$ cat src/rtl/tmds_encoder_multi.sv
// Multi-lane TMDS / TERC4 / guard-band encoder, two-stage pipeline.
// Each lane keeps its own running disparity, mirrored on disp for debug.
module tmds_encoder_multi #(
  parameter int NUM_CH = 3,
  parameter int CNT_W  = 5
) (
  input  logic                    clk,
  input  logic                    rst_n,
  input  logic [1:0]              mode,
  input  logic [8*NUM_CH-1:0]     vd,
  input  logic [2*NUM_CH-1:0]     cd,
  input  logic [4*NUM_CH-1:0]     ad,
  output logic [10*NUM_CH-1:0]    tmds,
  output logic [CNT_W*NUM_CH-1:0] disp
);

  typedef enum logic [1:0] {
    M_CTL   = 2'd0,
    M_VID   = 2'd1,
    M_TERC  = 2'd2,
    M_GUARD = 2'd3
  } mode_e;

  typedef logic signed [CNT_W-1:0] cnt_t;

  localparam cnt_t EIGHT = cnt_t'(8);
  localparam cnt_t TWO   = cnt_t'(2);
  localparam cnt_t ZERO  = cnt_t'(0);

  function automatic logic [9:0] ctl_sym(input logic [1:0] c);
    logic [9:0] s;
    unique case (c)
      2'b00: s = 10'b1101010100;
      2'b01: s = 10'b0010101011;
      2'b10: s = 10'b0101010100;
      2'b11: s = 10'b1010101011;
    endcase
    return s;
  endfunction

  function automatic logic [9:0] terc_sym(input logic [3:0] a);
    logic [9:0] s;
    unique case (a)
      4'd0:  s = 10'b1010011100;
      4'd1:  s = 10'b1001100011;
      4'd2:  s = 10'b1011100100;
      4'd3:  s = 10'b1011100010;
      4'd4:  s = 10'b0101110001;
      4'd5:  s = 10'b0100011110;
      4'd6:  s = 10'b0110001110;
      4'd7:  s = 10'b0100111100;
      4'd8:  s = 10'b1011001100;
      4'd9:  s = 10'b0100111001;
      4'd10: s = 10'b0110011100;
      4'd11: s = 10'b1011000110;
      4'd12: s = 10'b1010001110;
      4'd13: s = 10'b1001110001;
      4'd14: s = 10'b0101100011;
      4'd15: s = 10'b1011000011;
    endcase
    return s;
  endfunction

  mode_e mode_q;

  always_ff @(posedge clk or negedge rst_n) begin
    if (!rst_n) begin
      mode_q <= M_CTL;
    end else begin
      mode_q <= mode_e'(mode);
    end
  end

  for (genvar k = 0; k < NUM_CH; k++) begin : g_ch
    localparam logic [9:0] GB =
      (k % 2 == 0) ? 10'b1011001100 : 10'b0100110011;

    logic [7:0] d;
    logic [3:0] n1;
    logic [3:0] n1q;
    logic       xnr;
    logic [8:0] qm_d;
    cnt_t       n1s;
    cnt_t       diff_d;

    logic [1:0] cd_q;
    logic [3:0] ad_q;
    logic [8:0] qm_q;
    cnt_t       diff_q;

    logic [9:0] tmds_d, tmds_q;
    cnt_t       cnt_d, cnt_q;

    logic cnt_z, diff_z, same;

    assign d = vd[8*k +: 8];

    always_comb begin
      n1 = '0;
      for (int i = 0; i < 8; i++) begin
        n1 = n1 + {3'b000, d[i]};
      end
      xnr = (n1 > 4'd4) | ((n1 == 4'd4) & ~d[0]);
      qm_d = '0;
      qm_d[0] = d[0];
      for (int i = 1; i < 8; i++) begin
        qm_d[i] = qm_d[i-1] ^ d[i] ^ xnr;
      end
      qm_d[8] = ~xnr;
      n1q = '0;
      for (int i = 0; i < 8; i++) begin
        n1q = n1q + {3'b000, qm_d[i]};
      end
      // diff = n1 - n0 = 2*n1 - 8 over the eight data bits
      n1s    = cnt_t'(n1q);
      diff_d = n1s + n1s - EIGHT;
    end

    always_ff @(posedge clk or negedge rst_n) begin
      if (!rst_n) begin
        cd_q   <= '0;
        ad_q   <= '0;
        qm_q   <= '0;
        diff_q <= '0;
      end else begin
        cd_q   <= cd[2*k +: 2];
        ad_q   <= ad[4*k +: 4];
        qm_q   <= qm_d;
        diff_q <= diff_d;
      end
    end

    assign cnt_z  = (cnt_q == ZERO);
    assign diff_z = (diff_q == ZERO);
    assign same   =
      (~cnt_q[CNT_W-1] & ~diff_q[CNT_W-1]) |
      ( cnt_q[CNT_W-1] &  diff_q[CNT_W-1]);

    always_comb begin
      tmds_d = '0;
      cnt_d  = ZERO;
      unique case (mode_q)
        M_CTL:   tmds_d = ctl_sym(cd_q);
        M_TERC:  tmds_d = terc_sym(ad_q);
        M_GUARD: tmds_d = GB;
        M_VID: begin
          if (cnt_z | diff_z) begin
            tmds_d = {~qm_q[8], qm_q[8],
                      qm_q[8] ? qm_q[7:0] : ~qm_q[7:0]};
            cnt_d  = qm_q[8] ? cnt_q + diff_q
                             : cnt_q - diff_q;
          end else if (same) begin
            tmds_d = {1'b1, qm_q[8], ~qm_q[7:0]};
            cnt_d  = cnt_q + (qm_q[8] ? TWO : ZERO) - diff_q;
          end else begin
            tmds_d = {1'b0, qm_q[8], qm_q[7:0]};
            cnt_d  = cnt_q + diff_q - (qm_q[8] ? ZERO : TWO);
          end
        end
      endcase
    end

    always_ff @(posedge clk or negedge rst_n) begin
      if (!rst_n) begin
        tmds_q <= '0;
        cnt_q  <= ZERO;
      end else begin
        tmds_q <= tmds_d;
        cnt_q  <= cnt_d;
      end
    end

    assign tmds[10*k +: 10]      = tmds_q;
    assign disp[CNT_W*k +: CNT_W] = cnt_q;
  end

endmodule

$ cat config.mk
export PLATFORM = sky130hd
export DESIGN_NAME = tmds_encoder_multi
export DESIGN_NICKNAME = d
export VERILOG_FILES = /design/src/rtl/tmds_encoder_multi.sv
export SDC_FILE = /design/constraint.sdc
export NUM_CORES = 1
export LEC_CHECK = 0
export BUFFER_PORTS_ARGS = -buffer_cell sky130_fd_sc_hd__buf_2
export CAP_MARGIN = 20
export CELL_PAD_IN_SITES_DETAIL_PLACEMENT = 1
export CELL_PAD_IN_SITES_GLOBAL_PLACEMENT = 1
export CORE_AREA = 3 3 112 158
export DETAILED_ROUTE_END_ITERATION = 7
export DIE_AREA = 0 0 115 161
export PLACE_DENSITY = 0.86
export SYNTH_ARGS = -nofsm -noshare
export SYNTH_HDL_FRONTEND = slang
export SYNTH_SLANG_ARGS = --single-unit
$ cat constraint.sdc
create_clock -name clk -period 2.51 [get_ports clk]
set_input_delay 0.3765 -clock clk [delete_from_list [all_inputs] [get_ports clk]]
set_output_delay 0.3765 -clock clk [all_outputs]
set_load 0.01 [all_outputs]
==> results of run 1 <==
-- power by group through the flow --
stage / Clock (mW) / Combinational, mW / Sequential (mW)
finish: 1.46 / 9.66 / 2.74
global route: 1.54 / 10.6 / 2.79
CTS: 1.46 / 9.02 / 2.72
detailed placement: 0 / 8.44 / 2.75
global placement: 0 / 7.80 / 2.72
floorplan: 0 / 5.77 / 2.72
-- sequential cells by signal, summed over array words and instances (netlist names) --
register,cells
g_ch.ad_q,12
g_ch.cd_q,6
g_ch.cnt_q,12
g_ch.diff_q,12
g_ch.qm_q,27
g_ch.tmds_q,30
mode_q,2
-- area by class of cell --
cell class / instances / area (sq um)
Timing Repair Buffer: 178 / 1240
Sequential cell: 101 / 2530
Tap cell: 203 / 254
Multi-Input combinational cell: 524 / 4910
Fill cell: 1811 / 6810
Clock buffer: 11 / 253
Inverter: 121 / 477
Clock inverter: 5 / 57.6
-- logic make-up after synthesis --
group / count (synthesis) / synth area share, %
AO/OA/AOI/OAI: 174 / 15.0
buffers and inverters: 145 / 7.25
AND/OR/NAND/NOR: 125 / 8.50
adder cells (fa/ha/maj): 123 / 23.4
flip-flops: 101 / 33.0
XOR/XNOR: 93 / 11.6
multiplexers: 6 / 1.27
other: 1 / 0.0489
-- Yosys cell counts (15+ instances only) --
master    instances  share of area (%)
inv_1           121                5.9
clkbuf_1         19               0.93
xnor2_1          52                5.9
ha_1             89                 15
xor2_1           36                4.1
nand2_1          30                1.5
o211ai_1         15                1.5
o21ai_0          40                2.6
dfrtp_1         101                 33
a21oi_1          45                2.9
nor2_1           35                1.7
a211oi_1         15                1.5
fa_1             34                8.9
-- worst max-delay path, stage by stage --
cell	delay (ps)
buf_8	90
inv_8	30
fa_1	550
fa_1	440
fa_1	500
inv_1	40
ha_2	170
fa_1	440
nor3b_2	260
o21ai_2	100
a21oi_4	200
xor2_2	170
inv_1	80
fa_1	490
fa_1	520
inv_2	40
fa_1	530
ha_4	150
inv_2	30
fa_2	350
xor2_1	170
-- through the flow --
step	hold WS [ps]	utilization [%]	power [mW]	area (sq um)
2_1_floorplan	80.9	-	8.49	7800
3_3_place_gp	476	54.2	10.5	8970
3_5_place_dp	484	54.2	11.2	8970
4_1_cts	113	57.7	13.2	9550
5_1_grt	126	58.8	14.9	9720
6_report	80.2	58.8	13.9	9720
-- worst max path at each step --
stage / from / end / slack [ps]
6_report: vd[3] / g_ch[0].diff_q[3] / -2980
3_3_place_gp: vd[3] / g_ch[0].diff_q[2] / -3270
2_1_floorplan: vd[3] / g_ch[0].diff_q[2] / -3050
4_1_cts: vd[3] / g_ch[0].diff_q[2] / -3040
3_5_place_dp: vd[3] / g_ch[0].diff_q[2] / -3460
5_1_grt: vd[3] / g_ch[0].diff_q[2] / -3110
-- layer usage --
metal / part of all wire, % / up-vias / wire (microns)
met1: 36 / 3115 / 8130
met4: 4.8 / 2 / 1070
met3: 3.5 / 69 / 782
met5: 0.031 / - / 7
met2: 55 / 189 / 12400
li1: - / 2888 / -
-- what timing repair did --
item                                    CTS  global route
gates resized for setup                  48            28
endpoints found under the setup margin   27            29
setup buffers                            20            13
pin swaps                                22            16
hold buffers                              0             0
==> flow_metrics.env, run 1 <==
export IMPL_fin_crit_ps=5490
export IMPL_via_per_inst=5.48
export IMPL_clock_sinks=101
export IMPL_rr_worst_depth=8
export IMPL_grt_first_pass_wirelength_microns=35200
export IMPL_final_common_cell="inv_1"
export IMPL_max_vdd_ir_drop_mv=0.930
export IMPL_die_w_microns=115
export IMPL_violations="setup timing"
export IMPL_top_usage_layer="met2"
export IMPL_vias=6263
export IMPL_clockBufferDepth=2
export IMPL_r2r_end="g_ch[1].cnt_q[3]"
export IMPL_fin_tns_setup_ps=-45890
export IMPL_grt_max_degree=58
export IMPL_combPwrFrac_pct=69.7
export IMPL_rows=56
export IMPL_place_gp_congestion=0.878
export IMPL_r2r_start="g_ch[1].cnt_q[1]"
export IMPL_grtUsageTotal_pct=24.2
export IMPL_port_buffers=87
export IMPL_root_buffer="clkbuf_16"
export IMPL_slew_headroom_pct=50.2
export IMPL_internal_power_mw=7.56
export IMPL_synth_warnings=0
export IMPL_worst_setup_path_type="in2reg"
export IMPL_grt_util_met2_pct=45.8
export IMPL_tightest_slew_ps=747
export IMPL_ys_ff_latch=101
export IMPL_gr_usage_met1_pct=26.0
export IMPL_hpwl_microns=16700
export IMPL_slew_violations=0
export IMPL_cts_tree="built"
export IMPL_skew_ps=11.2
export IMPL_die_h_microns=161
export IMPL_clk_pin_slew_worst_paths_ps=70
export IMPL_grt_overflow=0
export IMPL_synth_enable_flop_cells=0
export IMPL_clkPwrFrac_pct=10.5
export IMPL_design_core_area_sq_um=16500
export IMPL_dieArea_sq_um=18500
export IMPL_ant_nets=0
export IMPL_fin_crit_sh_pct=219
export IMPL_start_util_pct=46.4
export IMPL_cap_violations=0
export IMPL_mostFrequentLayoutCells="inv_1, dfrtp_1, ha_1"
export IMPL_avgSynthCellArea_sq_um=9.98
export IMPL_cts_buffers=9
export IMPL_io_pins=91
export IMPL_setup_viol=27
export IMPL_drc=0
export IMPL_hold_violations=0
export IMPL_ys_types=59
export IMPL_power_share_switching_pct=45.4
export IMPL_powerDensity_nw_per_um2=1420
export IMPL_dp_slack_ps=-3460
export IMPL_route_final_wire_length_microns=22400
export IMPL_hold_class="in2async"
export IMPL_ff2ff_setup_slack_ps=160
export IMPL_p_sw_mw=6.29
export IMPL_status="complete, but fails checks"
export IMPL_final_cells=1143
export IMPL_rsz0062_at_grt="true"
export IMPL_dr_pass1_iters=4
export IMPL_diodes=0
export IMPL_drive_gt1_share_pct=28.7
export IMPL_cp_required_ps=2750
export IMPL_ys_flop_type="dfrtp_1"
export IMPL_grt_use_met3_pct=2.55
export IMPL_fin_nets=1104
export IMPL_critical_path_max_fanout=3
export IMPL_drtIter0Drc=355
export IMPL_layout_setup_ws_ps=-2980
export IMPL_sequentialPowerShare_pct=19.7
export IMPL_post_drt_wl_per_cell_microns=19.6
export IMPL_crit_arrival_ps=5730
export IMPL_clk_latency_ps=350
export IMPL_area_growth_pct=26.9
export IMPL_syn_inst=768
export IMPL_worstSetupEndpointType="register"
export IMPL_fmax_mhz=182
export IMPL_synth_seq_area_share_pct=33.0
export IMPL_p_leak_nw=4.68
export IMPL_synthesis_area_sq_um=7660
export IMPL_synthArstFlopShare_pct=100
export IMPL_cp_start_kind="input port"
export IMPL_antenna_found_initial=1
export IMPL_dpl_cell_count=1111
export IMPL_cts_max_level=3
export IMPL_grt_pass1_vias=7034
Note: power is estimated with default switching activity, not from simulation.
==> run 2: changes to the inputs <==
Settings changed: ABC_AREA set to 1, CORE_AREA 3 3 112 158 to 3 3 115 161, DIE_AREA 0 0 115 161 to 0 0 118 164, PLACE_DENSITY 0.86 to 0.85.
==> run 2 against run 1 <==
Net effect:
- the run still ends with setup timing left
- worst setup slack improved by 110 ps
- critical path type unchanged
- first-iteration DRC count grew 2.3%
- core utilization is 0.45 points lower
==> flow_metrics.env, run 2 <==
export IMPL_ys_types=44
export IMPL_io_pins=91
export IMPL_rsz0062_at_grt="true"
export IMPL_mostFrequentLayoutCells="nand2_1, inv_1, dfrtp_1"
export IMPL_drtIter0Drc=363
export IMPL_power_share_switching_pct=47.6
export IMPL_hold_violations=0
export IMPL_powerDensity_nw_per_um2=1350
export IMPL_via_per_inst=5.39
export IMPL_combPwrFrac_pct=68.5
export IMPL_cap_violations=0
export IMPL_grtUsageTotal_pct=26.9
export IMPL_fmax_mhz=186
export IMPL_hpwl_microns=18200
export IMPL_clockBufferDepth=2
export IMPL_drive_gt1_share_pct=32.3
export IMPL_cpPeakStageDelay_ps=550
export IMPL_synthArstFlopShare_pct=100
export IMPL_final_common_cell="nand2_1"
export IMPL_fill_cells=2038
export IMPL_place_gp_congestion=0.931
export IMPL_rows=57
export IMPL_hold_class="in2reg"
export IMPL_port_buffers=87
export IMPL_die_h_microns=164
export IMPL_hold_ws_ps=117
export IMPL_route_final_wire_length_microns=26300
export IMPL_worstSetupEndpointType="register"
export IMPL_yosys_top_cells_area="dfrtp_1, ha_1, fa_1, inv_1, nand2_1"
export IMPL_synth_seq_area_share_pct=32.8
export IMPL_sequentialPowerShare_pct=19.3
export IMPL_cts_tree="built"
export IMPL_post_drt_wl_per_cell_microns=19.8
export IMPL_top_usage_layer="met2"
export IMPL_total_power_mw=13.6
export IMPL_skew_ps=7.08
export IMPL_largest_register_ffs=30
export IMPL_clk_pin_slew_worst_paths_ps=70
export IMPL_slew_violations=0
export IMPL_dr_pass1_iters=5
export IMPL_design_area_sq_um=10100
export IMPL_clkPwrFrac_pct=12.1
export IMPL_slew_headroom_pct=46.4
export IMPL_cp_slowest_cell="fa_1"
export IMPL_cts_buffers=9
export IMPL_cp_required_ps=2770
export IMPL_fin_crit_sh_pct=214
export IMPL_area_growth_pct=31.2
export IMPL_place_area_sq_um=9190
export IMPL_synth_enable_flop_cells=0
export IMPL_synth_top_cell_by_area="dfrtp_1"
export IMPL_dp_slack_ps=-3330
export IMPL_tightest_slew_ps=795
export IMPL_grt_util_met2_pct=51.7
export IMPL_syn_inst=890
export IMPL_grt_overflow=0
export IMPL_synth_most_common_cell="inv_1"
export IMPL_synth_top_area_share_pct=32.8
export IMPL_status="complete, but fails checks"
export IMPL_critical_path_max_fanout=3
export IMPL_root_buffer="clkbuf_16"
export IMPL_worst_setup_path_type="in2reg"
export IMPL_grt_use_met3_pct=3.31
export IMPL_grt_pass1_vias=8072
export IMPL_avgSynthCellArea_sq_um=8.66
export IMPL_cp_start_kind="input port"
export IMPL_max_vdd_ir_drop_mv=0.531
export IMPL_grt_max_degree=52
export IMPL_p_leak_nw=5.19
export IMPL_synth_warnings=0
export IMPL_drc=0
export IMPL_violations="setup timing"
export IMPL_clock_sinks=101
export IMPL_gr_usage_met1_pct=28.1
export IMPL_final_cells=1327
export IMPL_die_w_microns=118
export IMPL_reg_top3="g_ch.tmds_q: 30 flops, g_ch.qm_q: 27 flops"
export IMPL_ant_nets=0
export IMPL_layout_setup_ws_ps=-2870
export IMPL_internal_power_mw=7.14
export IMPL_fin_nets=1254
export IMPL_clk_latency_ps=360
export IMPL_grt_first_pass_wirelength_microns=41100
export IMPL_vias=7153
export IMPL_critPathTopFamily="adder cells"
export IMPL_dieArea_sq_um=19400
export IMPL_p_sw_mw=6.48
export IMPL_crit_arrival_ps=5640
export IMPL_dpl_cell_count=1294
export IMPL_ys_flop_type="dfrtp_1"
export IMPL_antenna_found_initial=1
export IMPL_yosys_top_cells_count="inv_1, nand2_1, dfrtp_1"
export IMPL_setup_viol=28
export IMPL_start_util_pct=44.5
export IMPL_regMostFlops="g_ch.tmds_q"
export IMPL_worst_path_most_repeated_cell="fa_1"
export IMPL_design_core_area_sq_um=17300
export IMPL_fin_crit_ps=5380
export IMPL_ys_ff_latch=101
export IMPL_path_buf_inv=8
export IMPL_synthesis_area_sq_um=7700
export IMPL_cts_max_level=3
-- run 2: power groups by stage --
stage          registers, mW  logic (mW)  clock network [mW]
2_1_floorplan           2.62        5.35                   0
3_3_place_gp            2.61        7.34                   0
3_5_place_dp            2.64        7.95                   0
4_1_cts                 2.61        8.70                1.66
5_1_grt                 2.69        10.3                1.73
6_report                2.63        9.33                1.65
-- run 2: through the flow --
| step | TNS, ps | utilization (%) |
|---|---|---|
| floorplan | -44200 | - |
| global placement | -52940 | 53.0 |
| detailed placement | -56930 | 53.0 |
| CTS | -43410 | 57.3 |
| global route | -48000 | 58.3 |
| finish | -44410 | 58.3 |
-- run 2: area by class of cell --
class | count | area, sq um | area share (%)
inverter | 170 | 671 | 6.63
antenna | 1 | 2.50 | 0.0247
clock buffer | 10 | 239 | 2.36
tap | 236 | 295 | 2.92
multi-input combinational | 606 | 4870 | 48.2
clock inverter | 6 | 110 | 1.09
timing repair buffer | 197 | 1390 | 13.8
sequential | 101 | 2530 | 25.0
-- run 2: layer usage --
metal  part of all wire (%)  up-vias
met2                     56      260
met1                     35     3552
met5                      0        -
li1                       -     3239
met4                    5.4        0
met3                    3.5      102
-- run 2: worst paths after layout --
path | slack [ps] | startpoint | endpoint | cells after the start
worst max-delay path | -2870 | vd[17] | g_ch[2].diff_q[2] | 25
worst min-delay path | 120 | ad[4] | g_ch[1].ad_q[0] | 1
worst max register to register | 50 | g_ch[1].qm_q[8] | g_ch[1].cnt_q[4] | 9
worst min register to register | 580 | g_ch[2].qm_q[5] | g_ch[2].tmds_q[5] | 2
max in group asynchronous | 1320 | rst_n | g_ch[1].cd_q[1] | 3
min in group asynchronous | 360 | rst_n | g_ch[1].cnt_q[2] | 2
-- run 2: worst register-to-register path, stage by stage, from the launching register on --
cell and delay, ps:
dfrtp_1 440, inv_1 240, fa_1 490, inv_1 140
a21oi_1 80, o21ba_2 200, or2_2 270, nand3_1 110
a21oi_1 90, nor3_1 280
-- run 2: cell families after synthesis --
| logic type | synth area share, % |
|---|---|
| compound gates | 12.3 |
| xor+xnor | 4.95 |
| fa+ha+maj | 23.3 |
| buf+inv | 9.31 |
| flops | 32.8 |
| other cells | 0.0487 |
| simple gates | 17.3 |
-- run 2: repair_timing --
item                                    CTS  global route
hold buffers                              1             0
setup buffers                            17            11
hold endpoints to repair                  2             0
pin swaps                                35            13
resized for setup                        75            30
endpoints found under the setup margin   28            28
